$ cat config.mk
export PLATFORM = sky130hd
export DESIGN_NAME = cpu_player_flat
export DESIGN_NICKNAME = d
export VERILOG_FILES = /design/src/rtl/cpu_player_if.sv /design/src/rtl/cpu_player.sv /design/src/flat_wrapper.sv
export SDC_FILE = /design/constraint.sdc
export NUM_CORES = 1
export LEC_CHECK = 0
export ABC_AREA = 1
export CORE_ASPECT_RATIO = 0.8
export CORE_UTILIZATION = 37
export DETAILED_ROUTE_END_ITERATION = 10
export GPL_TIMING_DRIVEN = 0
export PLACE_DENSITY = 0.65
export SYNTH_ARGS = -nofsm -noshare
export SYNTH_HDL_FRONTEND = slang
export SYNTH_SLANG_ARGS = --single-unit
$ cat constraint.sdc
create_clock -name clk -period 1.45 [get_ports clk]
set_input_delay 0.29 -clock clk [delete_from_list [all_inputs] [get_ports clk]]
set_output_delay 0.29 -clock clk [all_outputs]
set_load 0.01 [all_outputs]
$ cat src/rtl/cpu_player_if.sv
// Key-press bus between the computer opponent and the playfield:
// game-side controls (enable, speed) in, press pulse and LFSR debug value out.
interface cpu_player_if #(
  parameter int unsigned LFSR_W  = 10,
  parameter int unsigned SPEED_W = 9
);
  logic               enable;
  logic [SPEED_W-1:0] speed;
  logic               press;
  logic [LFSR_W-1:0]  lfsr;

  modport master (output enable, output speed, input press, input lfsr);
  modport slave  (input enable, input speed, output press, output lfsr);
endinterface

$ cat src/rtl/cpu_player.sv
// Computer opponent for tug-of-war: emits one-cycle press pulses whenever the
// difficulty value beats a free-running 10-bit LFSR, with a post-press cooldown.
module cpu_player #(
  parameter int unsigned LFSR_W   = 10,
  parameter int unsigned SPEED_W  = 9,
  parameter int unsigned COOLDOWN = 2
) (
  input  logic         clk,
  input  logic         reset,
  cpu_player_if.slave  bus
);

  localparam int unsigned CNT_W = (COOLDOWN > 1) ? $clog2(COOLDOWN) : 1;
  localparam logic [CNT_W-1:0] CNT_INIT = CNT_W'((COOLDOWN > 0) ? COOLDOWN - 1 : 0);
  localparam bit HAS_COOL = (COOLDOWN > 0);

  typedef enum logic [1:0] {
    IDLE  = 2'd0,
    PRESS = 2'd1,
    COOL  = 2'd2
  } state_t;

  state_t             state;
  logic [CNT_W-1:0]   cnt;
  logic               press_q;
  logic [LFSR_W-1:0]  lfsr_q;
  logic [LFSR_W-1:0]  lfsr_next_c;
  logic               hit_c;

  // Maximal-length XNOR LFSR (taps 9 and 6); all-ones is unreachable from zero.
  assign lfsr_next_c = {lfsr_q[LFSR_W-2:0], ~(lfsr_q[LFSR_W-1] ^ lfsr_q[LFSR_W-4])};

  // Compare against the pre-advance LFSR value; speed zero-extended.
  assign hit_c = bus.enable && (LFSR_W'(bus.speed) > lfsr_q);

  always_ff @(posedge clk or posedge reset) begin
    if (reset) begin
      state   <= IDLE;
      cnt     <= '0;
      press_q <= 1'b0;
      lfsr_q  <= '0;
    end else begin
      lfsr_q  <= lfsr_next_c;
      press_q <= 1'b0;
      case (state)
        IDLE: begin
          if (hit_c) begin
            state   <= PRESS;
            press_q <= 1'b1;
          end
        end
        PRESS: begin
          // A press in flight always completes; a dropped enable skips the cooldown.
          if (bus.enable && HAS_COOL) begin
            state <= COOL;
            cnt   <= CNT_INIT;
          end else begin
            state <= IDLE;
          end
        end
        COOL: begin
          if (!bus.enable || (cnt == '0)) begin
            state <= IDLE;
          end else begin
            cnt <= cnt - CNT_W'(1);
          end
        end
        default: state <= IDLE;
      endcase
    end
  end

  assign bus.press = press_q;
  assign bus.lfsr  = lfsr_q;

endmodule

$ cat src/flat_wrapper.sv
// flat-port wrapper written by rule: the top's interface ports become plain ports
module cpu_player_flat 
#(
  parameter int unsigned LFSR_W   = 10,
  parameter int unsigned SPEED_W  = 9,
  parameter int unsigned COOLDOWN = 2
)
  (clk, reset, bus_enable, bus_speed, bus_press, bus_lfsr);
  cpu_player_if #(.LFSR_W(LFSR_W), .SPEED_W(SPEED_W)) bus_i ();
  input  logic clk;
  input  logic reset;
  input wire logic [$bits(bus_i.enable)-1:0] bus_enable;
  input wire logic [$bits(bus_i.speed)-1:0] bus_speed;
  output wire logic [$bits(bus_i.press)-1:0] bus_press;
  output wire logic [$bits(bus_i.lfsr)-1:0] bus_lfsr;
  assign bus_i.enable = bus_enable;
  assign bus_i.speed = bus_speed;
  assign bus_press = bus_i.press;
  assign bus_lfsr = bus_i.lfsr;
  cpu_player #(.LFSR_W(LFSR_W), .SPEED_W(SPEED_W), .COOLDOWN(COOLDOWN)) u_core (.clk(clk), .reset(reset), .bus(bus_i));
endmodule
==> results.md <==
* Largest net degree at the start of global routing at 15
* Mapped cell area at 779 sq um
* Hold crit path type: in -> async
* Net Sw Frac at 22.9%
* Fill cells at 182
* Share of cells above drive strength 1 at 30.6%
* Final Max Tran Viols at 0
* Area leader, netlist: dfrtp_1
* Fmax at 727 MHz
* Via density per instance at 4.18
* RD Place Congestion at 0.797
* Ys async rst share at 100%
* # nets final at 143
* DRT Pass-1 Iters at 4
* Die height at 43.1 um
* Max Root-Sink Buffers at 2
* DR DRC count at 0
* YS warnings at 0
* Outcome: complete, no violations
* Via Count at 606
* Int Pwr at 615 uW
* Commonest cells post-synth: 17 x inv_1, 16 x nand2_1, 14 x dfrtp_1, 9 x buf_4, 9 x ha_1
* Setup TNS Final at 0 ps
* Final setup skew at 4.16 ps
* Top Ports at 23
* Die Span X at 53.3 um
* Static leakage at 0.639 nW
* Worst slew margin at 64.4%
* Area growth syn-to-layout at 49.8%
* Gr ovfl total at 0
* Vias in the first global route at 495
* TritonCTS Buffers at 3
* Wire length per cell at 9.39 um
* Clock network power share at 35.0%
* Final hold violation count at 0
* Yosys top cell area share at 44.9%
* # diodes at 0
* Max_cap viols at 0
* Net switching power at 183 uW
* Final setup fails at 0
* Reg-to-reg startpoint: u_core.bus.lfsr[4]
* Clock Latency Late Sink at 280 ps
* Sequential fraction of the synthesis area at 44.9%
* Synth cell types at 17
* CTS clk-pin slew, worst paths at 80 ps
* Cell area after layout at 0.00117 sq mm
* Initial Util at 40.5%
* Critical Path Start: u_core.bus.lfsr[3]
* Core area at 0.00193 sq mm
* I/O Buffers at 22
* Min cycle time layout at 1380 ps
* Sequential power share at 51.7%
* Startpoint types: flop
* Post-Place Cell Area at 0.00103 sq mm
* Die area at 0.00230 sq mm
* # hold bufs at CTS at 0
* Crit path DAT at 1090 ps
* Gr usage total at 13.7%
* Total Power at 798 uW
* Combinational share of power at 13.3%
* Number of synthesized register bits at 14
* Top-count cell post-synth: inv_1
* Worst IR drop on VDD at 0.554 mV
* CTS tree: yes
* Data required, critical path at 1160 ps
* Syn Area/Cell at 9.17 sq um
* Root buf cell: clkbuf_4
* Synth Instances at 85
* WL final at 1.36 mm
* Fin crit share at 94.9%
* Htree depth at 1
* Multi-input logic area at 328 sq um
* CP Capture Type: primary output
* Mapped Nets at 106
* Number of synthesized flops with an enable pin at 0
* Crit Path Category: reg -> out
* Crit Path Max Fanout at 2
* RSZ-0062 raised after global routing: true
* Register area at 350 sq um
* Power density cells at 683 mW/mm^2
* CTS sink cnt at 14
* First-pass GRT wire length at 2.13 mm
* Ys flop type: dfrtp_1
* Iter 0 DRT Violations at 3
* Synth top area cells: dfrtp_1 45%, ha_1 14%, buf_4 8.7%, inv_1 8.2%, nand2_1 7.7%
* Detail Route Antenna Nets at 0
* Worst Max-Slew Pin Slew at 533 ps
* FP Rows at 14
* Initial antenna violation count at 0
* Detailed Place HPWL at 963 um
-- state kept, by name (all words and copies together), names as in the netlist --
register,flops
u_core.bus.lfsr,10
u_core.state,2
u_core.bus.press,1
u_core.cnt,1
-- repair_timing --
action,CTS,global route
setup endpoints to repair,10,3
endpoints found under the hold margin,0,0
pin swaps,0,3
resized for setup,10,8
buffers inserted,10,0
-- layout make-up --
cell class	instances	share of cell area [%]
Inverter	18	5.79
Multi-Input combinational cell	44	28.1
Tap cell	24	2.57
Clock buffer	4	3.11
Sequential cell	14	30.0
Timing Repair Buffer	32	24.7
Buffer	9	5.79
-- final timing paths --
check,endpoint,slack (ps),depth (start not counted)
min,u_core.bus.lfsr[2],340,2
min reg2reg,u_core.cnt,480,2
max in group asynchronous,u_core.bus.lfsr[0],750,2
min in group clk,u_core.cnt,480,2
max,bus_lfsr[3],70,2
max reg2reg,u_core.bus.press,100,9
-- metal layers --
metal	up-vias	wire length, um	GRT usage (%)
li1	325	-	-
met1	259	704	19.3
met2	19	530	17.8
met3	3	118	7.89
met4	0	8	3.16
met5	-	0	0
-- critical path, cell delays in order, from the launching register on --
cell and delay [ps]:
dfrtp_1 400, buf_4 130, dlygate4sd2_1 270
-- cells in the final DEF (no fill, tap or decap), types with 2 or more instances in the layout --
| master | n |
|---|---|
| nand2_2 | 3 |
| inv_1 | 16 |
| dfrtp_1 | 14 |
| inv_2 | 2 |
| clkdlybuf4s50_1 | 11 |
| nand4_1 | 2 |
| nand3_1 | 2 |
| ha_1 | 7 |
| dlygate4sd2_1 | 9 |
| clkbuf_4 | 3 |
| ha_4 | 2 |
| buf_4 | 19 |
| nor2_1 | 5 |
| nand2_1 | 15 |
| nor2_2 | 2 |
-- cells by family after synthesis --
family	synth area share [%]
fa+ha+maj	14.4
simple gates	18.0
xor+xnor	1.12
flops	44.9
compound gates	4.17
buf+inv	17.3
-- power groups by stage --
stage | sequential (mW) | combinational (mW) | clock [mW]
finish | 0.413 | 0.106 | 0.279
global route | 0.413 | 0.119 | 0.311
global placement | 0.420 | 0.0981 | 0
CTS | 0.413 | 0.101 | 0.295
floorplan | 0.420 | 0.0551 | 0
detailed placement | 0.421 | 0.100 | 0
-- through the flow --
stage / setup slack [ps] / utilization, % / cells / hold WS, ps
global placement: -159 / 53.4 / 131 / 385
detailed placement: -169 / 53.4 / 131 / 384
floorplan: 218 / - / 85 / 179
finish: 74.1 / 60.6 / 145 / 340
global route: -0.528 / 60.6 / 145 / 398
CTS: 11.5 / 58.5 / 145 / 348
Note: power is estimated with default switching activity, not from simulation.
